<file path="src/rtl/lab3_serial_pattern_tx_if.sv">
// Handshake and serial-output bundle for the serial pattern transmitter.
// master: the word producer (bench or board top); slave: the transmitter.
interface lab3_serial_pattern_tx_if #(
    parameter int WIDTH = 8
);
    logic             in_valid;
    logic             in_ready;
    logic [WIDTH-1:0] in_data;
    logic [3:0]       in_len;
    logic             abort;
    logic             x;
    logic             x_valid;
    logic             x_last;
    logic             busy;

    modport master (
        output in_valid, in_data, in_len, abort,
        input  in_ready, x, x_valid, x_last, busy
    );

    modport slave (
        input  in_valid, in_data, in_len, abort,
        output in_ready, x, x_valid, x_last, busy
    );
endinterface

</file>
<file path="src/rtl/lab3_serial_pattern_tx.sv">
// Serial pattern transmitter: accepts a parallel word plus bit count and
// emits the significant bits MSB-first on x, one per clock, followed by a
// single idle gap cycle. x/x_valid/x_last are registered outputs.
module lab3_serial_pattern_tx #(
    parameter int   WIDTH      = 8,
    parameter logic IDLE_LEVEL = 1'b0
) (
    input logic                      clock,
    input logic                      reset,
    lab3_serial_pattern_tx_if.slave  bus
);
    typedef enum logic [1:0] {
        IDLE  = 2'd0,
        SHIFT = 2'd1,
        GAP   = 2'd2
    } state_t;

    state_t           state_q, state_d;
    logic [3:0]       count_q, count_d;
    logic [WIDTH-1:0] shreg_q, shreg_d;
    logic             x_q, x_d;
    logic             x_valid_q, x_valid_d;
    logic             x_last_q, x_last_d;
    logic [3:0]       len_eff;
    logic [WIDTH-1:0] load_word;

    // Effective length (0 or oversize means full width) and MSB-aligned load word.
    always_comb begin
        if (bus.in_len == 4'd0 || bus.in_len > 4'(WIDTH)) begin
            len_eff = 4'(WIDTH);
        end else begin
            len_eff = bus.in_len;
        end
        load_word = bus.in_data << (4'(WIDTH) - len_eff);
    end

    // Next-state and next-output decode; outputs default to the idle level.
    always_comb begin
        state_d   = state_q;
        count_d   = count_q;
        shreg_d   = shreg_q;
        x_d       = IDLE_LEVEL;
        x_valid_d = 1'b0;
        x_last_d  = 1'b0;
        case (state_q)
            IDLE: begin
                // abort blocks acceptance even though in_ready is high
                if (!bus.abort && bus.in_valid) begin
                    state_d   = SHIFT;
                    count_d   = len_eff;
                    shreg_d   = load_word;
                    x_d       = load_word[WIDTH-1];
                    x_valid_d = 1'b1;
                    x_last_d  = (len_eff == 4'd1);
                end
            end
            SHIFT: begin
                if (bus.abort) begin
                    state_d = IDLE;
                    count_d = 4'd0;
                end else if (count_q == 4'd1) begin
                    state_d = GAP;
                    count_d = 4'd0;
                end else begin
                    shreg_d   = shreg_q << 1;
                    count_d   = count_q - 4'd1;
                    x_d       = shreg_q[WIDTH-2];
                    x_valid_d = 1'b1;
                    x_last_d  = (count_q == 4'd2);
                end
            end
            GAP: begin
                state_d = IDLE;
                count_d = 4'd0;
            end
            default: begin
                state_d = IDLE;
                count_d = 4'd0;
            end
        endcase
    end

    // Control state and registered serial outputs, cleared asynchronously.
    always_ff @(posedge clock or posedge reset) begin
        if (reset) begin
            state_q   <= IDLE;
            count_q   <= 4'd0;
            x_q       <= IDLE_LEVEL;
            x_valid_q <= 1'b0;
            x_last_q  <= 1'b0;
        end else begin
            state_q   <= state_d;
            count_q   <= count_d;
            x_q       <= x_d;
            x_valid_q <= x_valid_d;
            x_last_q  <= x_last_d;
        end
    end

    // Shift register holds data only; its contents are ignored outside SHIFT.
    always_ff @(posedge clock) begin
        shreg_q <= shreg_d;
    end

    assign bus.in_ready = (state_q == IDLE);
    assign bus.busy     = (state_q != IDLE);
    assign bus.x        = x_q;
    assign bus.x_valid  = x_valid_q;
    assign bus.x_last   = x_last_q;
endmodule

</file>
<file path="src/flat_wrapper.sv">
// flat-port wrapper written by rule: the top's interface ports become plain ports
module lab3_serial_pattern_tx_flat 
#(
    parameter int   WIDTH      = 8,
    parameter logic IDLE_LEVEL = 1'b0
)
  (clock, reset, bus_in_valid, bus_in_data, bus_in_len, bus_abort, bus_in_ready, bus_x, bus_x_valid, bus_x_last, bus_busy);
  lab3_serial_pattern_tx_if #(.WIDTH(WIDTH)) bus_i ();
  input logic clock;
  input logic reset;
  input wire logic [$bits(bus_i.in_valid)-1:0] bus_in_valid;
  input wire logic [$bits(bus_i.in_data)-1:0] bus_in_data;
  input wire logic [$bits(bus_i.in_len)-1:0] bus_in_len;
  input wire logic [$bits(bus_i.abort)-1:0] bus_abort;
  output wire logic [$bits(bus_i.in_ready)-1:0] bus_in_ready;
  output wire logic [$bits(bus_i.x)-1:0] bus_x;
  output wire logic [$bits(bus_i.x_valid)-1:0] bus_x_valid;
  output wire logic [$bits(bus_i.x_last)-1:0] bus_x_last;
  output wire logic [$bits(bus_i.busy)-1:0] bus_busy;
  assign bus_i.in_valid = bus_in_valid;
  assign bus_i.in_data = bus_in_data;
  assign bus_i.in_len = bus_in_len;
  assign bus_i.abort = bus_abort;
  assign bus_in_ready = bus_i.in_ready;
  assign bus_x = bus_i.x;
  assign bus_x_valid = bus_i.x_valid;
  assign bus_x_last = bus_i.x_last;
  assign bus_busy = bus_i.busy;
  lab3_serial_pattern_tx #(.WIDTH(WIDTH), .IDLE_LEVEL(IDLE_LEVEL)) u_core (.clock(clock), .reset(reset), .bus(bus_i));
endmodule
</file>
<file path="config.mk">
export PLATFORM = sky130hd
export DESIGN_NAME = lab3_serial_pattern_tx_flat
export DESIGN_NICKNAME = d
export VERILOG_FILES = /design/src/rtl/lab3_serial_pattern_tx_if.sv /design/src/rtl/lab3_serial_pattern_tx.sv /design/src/flat_wrapper.sv
export SDC_FILE = /design/constraint.sdc
export NUM_CORES = 1
export LEC_CHECK = 0
export ABC_CLOCK_PERIOD_IN_PS = 2000
export BUFFER_PORTS_ARGS = -buffer_cell sky130_fd_sc_hd__buf_2
export CORE_ASPECT_RATIO = 1.4
export CORE_UTILIZATION = 53
export DETAILED_ROUTE_END_ITERATION = 6
export PLACE_DENSITY = 0.77
export SLEW_MARGIN = 10
export SYNTH_ARGS = -nofsm -noshare
export SYNTH_HDL_FRONTEND = slang
export SYNTH_SLANG_ARGS = --single-unit
</file>
<file path="constraint.sdc">
create_clock -name clock -period 2 [get_ports clock]
set_input_delay 0.4 -clock clock [delete_from_list [all_inputs] [get_ports clock]]
set_output_delay 0.4 -clock clock [all_outputs]
set_load 0.02 [all_outputs]
</file>
== Word-level counts from Yosys, hierarchy flattened ==
Cells that the tools add are included.
Operators by class
  shift-type cells: 1
  eq/ne operators: 8
  add/subtract/negate cells: 2
  reduce and logical (&&, ||, !) cells: 9
  mux-type cells: 25
  order comparisons: 1
Operators with widths (count)
  7-bit 2-to-1 mux: 3
  4-bit 2-to-1 mux: 4
  7-bit one-hot mux with 2 select lines: 1
  1-bit 2-to-1 mux: 9
  4-bit by 1-bit == test with 1-bit output (second input constant): 2
  4-bit one-hot mux with 2 select lines: 1
  8-bit by 4-bit << shifter with 8-bit output: 1
  2-bit 2-to-1 mux: 3
  1-bit one-hot mux with 2 select lines: 3
  4-bit by 2-bit == test with 1-bit output (second input constant): 1
  4-bit greater-than comparator (second input constant): 1
  4-bit logical NOT: 1
  2-bit != test (second input constant): 2
  2-bit one-hot mux with 2 select lines: 1
  4-bit AND reduction: 1
  2-bit nonzero test: 2
  4-bit by 1-bit subtractor with 4-bit output (second input constant): 1
  4-bit subtractor (first input constant): 1
  3-bit by 2-bit != test with 1-bit output (second input constant): 1
  2-bit by 1-bit == test with 1-bit output (second input constant): 1
  2-bit logical NOT: 1
  2-bit by 1-bit != test with 1-bit output (second input constant): 1
  2-bit AND reduction: 1
  1-bit logical AND: 1
  2 further kinds: 2
Storage, ports and cells
  output and inout port bits: 5
  register bits: 16
  input port bits: 16

== Longest topological paths before layout ==
  depth after elaboration: 7
  gate-level depth with buffers: 8

== Worst setup path after synthesis ==
Ideal clock, no wire load.
  path type: input -> register
  start point: in bus_in_len[0]
  end point: reg u_core.shreg_q[5], data pin
  arrival time: 1.940 ns
  setup time: 0.257 ns
  stages on the path: 8
  path slack: -0.198 ns
  data required time: 1.743 ns
  cell sequence: nor2b_1 buf_2 inv_1 ha_1 xnor2_4 mux4_2 a21oi_1 a21oi_1
On the way
  longest elaborated chain between the ends: 7
Ends and longest elaborated chain
  from (decl): line flat_wrapper.sv:13  | input wire logic [$bits(bus_i.in_len)-1:0] bus_in_len;
  4-bit greater-than comparator or 4-bit logical NOT (tied branches): line lab3_serial_pattern_tx.sv:29  | if (bus.in_len == 4'd0 || bus.in_len > 4'(WIDTH)) begin
  1-bit logical OR: line lab3_serial_pattern_tx.sv:29
  4-bit 2-to-1 mux (*): line lab3_serial_pattern_tx.sv:29
  4-bit subtractor (*): line lab3_serial_pattern_tx.sv:34  | load_word = bus.in_data << (4'(WIDTH) - len_eff);
  8-bit by 4-bit << shifter with 8-bit output (*): line lab3_serial_pattern_tx.sv:34
  7-bit 2-to-1 mux (*): line lab3_serial_pattern_tx.sv:48  | if (!bus.abort && bus.in_valid) begin
  7-bit one-hot mux with 2 select lines (*): line lab3_serial_pattern_tx.sv:45  | case (state_q)
  net u_core.shreg_d[5]: line lab3_serial_pattern_tx.sv:20  | logic [WIDTH-1:0] shreg_q, shreg_d;
  to (signal assigned): line lab3_serial_pattern_tx.sv:102  | shreg_q <= shreg_d;
  to (decl): line lab3_serial_pattern_tx.sv:20
Mark *: on every way through the listed nets, which the timed path passes. The rest lies on a longest branch. The select of a mux whose other input is x is not followed.
A chain may end at the register's enable or synchronous reset.

== Worst setup path after layout ==
  start point: reg u_core.count_q[1]
  end point: reg u_core.shreg_q[6] (enable)
On the way
  longest elaborated chain between the ends: 3
Ends and longest elaborated chain
  from (decl): line lab3_serial_pattern_tx.sv:19  | logic [3:0] count_q, count_d;
  from (signal assigned): line lab3_serial_pattern_tx.sv:93  | count_q <= count_d;
  4-bit by 1-bit == test with 1-bit output: line lab3_serial_pattern_tx.sv:61  | end else if (count_q == 4'd1) begin
  2-bit != test (no line)
  4-bit AND reduction (no line)
No other way between the ends.

==> impl_metrics.env <==
export IMPL_status="completed"
export IMPL_synthTopCellsByArea="dfrtp_1 21%, edfxtp_1 20%, mux4_2 6.3%"
export IMPL_final_cell_mix="20 x buf_2, 14 x nand2_1, 13 x buf_4, 12 x nor2_1, 9 x dfrtp_1"
export IMPL_dieHeight_um=55.2
export IMPL_ir_worst_vdd_uv=947
export IMPL_drc=0
export IMPL_clk_latency_ns=0.28
export IMPL_critPathCaptureType="flop"
export IMPL_area_growth_pct=22.8
export IMPL_finish_instance_area_um2=1320
export IMPL_initial_core_util=0.588
export IMPL_dieArea_um2=2210
export IMPL_syn_area_um2=1070
export IMPL_wl_met1_um=823
export IMPL_synth_seq_area_share=0.406
export IMPL_fillers=135
export IMPL_via_per_inst=5.56
export IMPL_cp_arrival_ns=1.82
export IMPL_setup_violations_final=0
export IMPL_period_share=0.929
export IMPL_num_vias=912
export IMPL_layout_drive_gt1_share=0.306
export IMPL_cts_made_buffers=3
export IMPL_maxSlewViolCount=0
export IMPL_overflow=0
export IMPL_grt_start_max_net_pins=10
export IMPL_rows=18
export IMPL_holdBufCountCts=0
export IMPL_clk_transition_reported_paths_ns=0.09
export IMPL_die_x_um=40.0
export IMPL_cts_path_max_buffers=2
export IMPL_grt_pass1_vias=898
export IMPL_cts_setup_buffers=0
export IMPL_antennaDiodeCount=0
export IMPL_ff_latch_area_um2=435
export IMPL_p_total_mw=1.12
export IMPL_required_ns=1.97
export IMPL_drtIter0Drc=13
export IMPL_tightest_slew_ns=0.604
export IMPL_start_kind="flop"
export IMPL_fin_skew_ns=0.000595
export IMPL_synth_cells=110
export IMPL_finalHoldViolations=0
export IMPL_gp_congestion=0.765
export IMPL_drv_cap=0
export IMPL_cts_max_level=1
export IMPL_synth_area_per_cell_um2=9.75
export IMPL_crit_type="flop to flop"
export IMPL_synth_cell_type_count=27
export IMPL_wl_per_cell_um=13.6
export IMPL_synth_top_area_share=0.210
export IMPL_hpwl_um=1890
export IMPL_coreArea_um2=1820
export IMPL_placed_area_um2=1280
export IMPL_power_density_nw_per_um2=854
export IMPL_wl_met2_um=1330
export IMPL_cts_tree="done"
export IMPL_final_util=0.722
export IMPL_fin_crit_ns=1.86
export IMPL_dr_max_layer_used="met3"
export IMPL_finalNetCount=166
export IMPL_port_buffers=20
export IMPL_multi_input_area_um2=592
export IMPL_antenna_found_initial=0
export IMPL_fmax_mhz=538
export IMPL_crit_path_max_fanout=7
export IMPL_p_leak_nw=0.620
export IMPL_first_pass_iters=5
export IMPL_clock_sinks=16
export IMPL_mostFrequentLayoutCell="buf_2"
export IMPL_timing_hold_ws_ns=0.0535
export IMPL_wl_met3_um=80
export IMPL_synth_top_area_cell="dfrtp_1"
export IMPL_yosys_warnings=0
export IMPL_syn_num_nets=131
export IMPL_ios=21
export IMPL_antenna_left=0
export IMPL_grt_setup_unrepaired="false"
export IMPL_hold_class="input port to asynchronous set/reset pin"
export IMPL_grt_use_total=0.236
export IMPL_grt_pass1_wl_um=3650
export IMPL_ys_ff_latch=16
export IMPL_cts_resized=0
export IMPL_clockRootBuffer="clkbuf_4"
export IMPL_totalWireLength_um=2230
export IMPL_relSlewSlack=0.594
==> kinds of logic (layout without fill, tap and decap cells) <==
group                    count (synthesis)  after routing  share of synthesized area
AND/OR/NAND/NOR                         48             48                      0.222
AO/OA/AOI/OAI                           20             20                      0.116
flip-flops                              16             16                      0.406
buffers and inverters                   11             45                     0.0537
multiplexers                             9              9                      0.119
adder cells (fa/ha/maj)                  5              5                     0.0583
XOR/XNOR                                 1              1                     0.0257
==> cell type report <==
cell class | count | area share
clock buffer | 4 | 0.0276
sequential | 16 | 0.331
timing repair buffer | 33 | 0.150
multi-input combinational | 83 | 0.450
inverter | 8 | 0.0228
tap | 20 | 0.0190
==> stage by stage <==
stage	setup WS [ns]	instances	setup TNS, ns
floorplan	0.0148	110	0
global placement	0.0116	160	0
detailed placement	-0.0499	160	-0.0976
CTS	0.140	164	0
global route	0.0437	164	0
finish	0.142	164	0
==> Yosys cell counts <==
| cell type | instances |
|---|---|
| o41ai_1 | 1 |
| or3_1 | 2 |
| o31ai_1 | 2 |
| o22ai_1 | 2 |
| nand2b_1 | 3 |
| a22o_1 | 3 |
| buf_6 | 2 |
| mux4_2 | 3 |
| edfxtp_1 | 7 |
| buf_2 | 1 |
| ha_1 | 5 |
| nor4_1 | 2 |
| nand3_1 | 1 |
| nand2_1 | 14 |
| nor3_1 | 6 |
| nor2b_1 | 3 |
| inv_1 | 8 |
| nor2_1 | 12 |
| a31oi_1 | 1 |
| xnor2_4 | 1 |
| nor3b_2 | 1 |
| mux2i_1 | 6 |
| dfrtp_1 | 9 |
| a21oi_1 | 4 |
| and2b_1 | 1 |
| o21ai_0 | 7 |
| nor3b_1 | 3 |
==> state kept, by name, summed over array words and instances (netlist names) <==
register	count
u_core.state_q	2
u_core.bus.x	1
u_core.count_q	4
u_core.shreg_q	7
u_core.bus.x_last	1
u_core.bus.x_valid	1
==> report_power, final <==
part | switching (mW) | internal (mW) | total (mW) | leakage, nW
registers | 0.0499 | 0.428 | 0.478 | 0.185
logic | 0.242 | 0.197 | 0.439 | 0.414
clock network | 0.0962 | 0.111 | 0.207 | 0.0210
total | 0.388 | 0.736 | 1.12 | 0.620
==> worst max-delay path: stages (launching register included) <==
cell     delay (ns)
dfrtp_1        0.41
inv_1          0.09
ha_1           0.18
nor3b_1        0.14
or3_1          0.44
nand2_1        0.28
==> routing by layer <==
layer / vias to the layer above / GRT usage
met5: - / 0
met4: 0 / 0.0148
met3: 0 / 0.0763
met2: 20 / 0.445
met1: 430 / 0.240
li1: 462 / -
==> path summary, 6_finish.rpt <==
path                            cells past startpoint                             to                          start  slack, ns
worst max-delay path                                5    u_core.shreg_q[6]$_DFFE_PP_  u_core.count_q[1]$_DFFE_PP0P_       0.14
worst min-delay path                                2  u_core.count_q[0]$_DFFE_PP0P_                          reset       0.05
worst max register to register                      5    u_core.shreg_q[6]$_DFFE_PP_  u_core.count_q[1]$_DFFE_PP0P_       0.14
worst min register to register                      2         u_core.bus.x$_DFF_PP0_    u_core.shreg_q[6]$_DFFE_PP_       0.53
max in group asynchronous                           2  u_core.state_q[0]$_DFFE_PP0P_                          reset       1.71
min in group clock                                  2  u_core.state_q[1]$_DFFE_PP0P_                      bus_abort       0.31
Note: power is estimated with default switching activity, not from simulation.
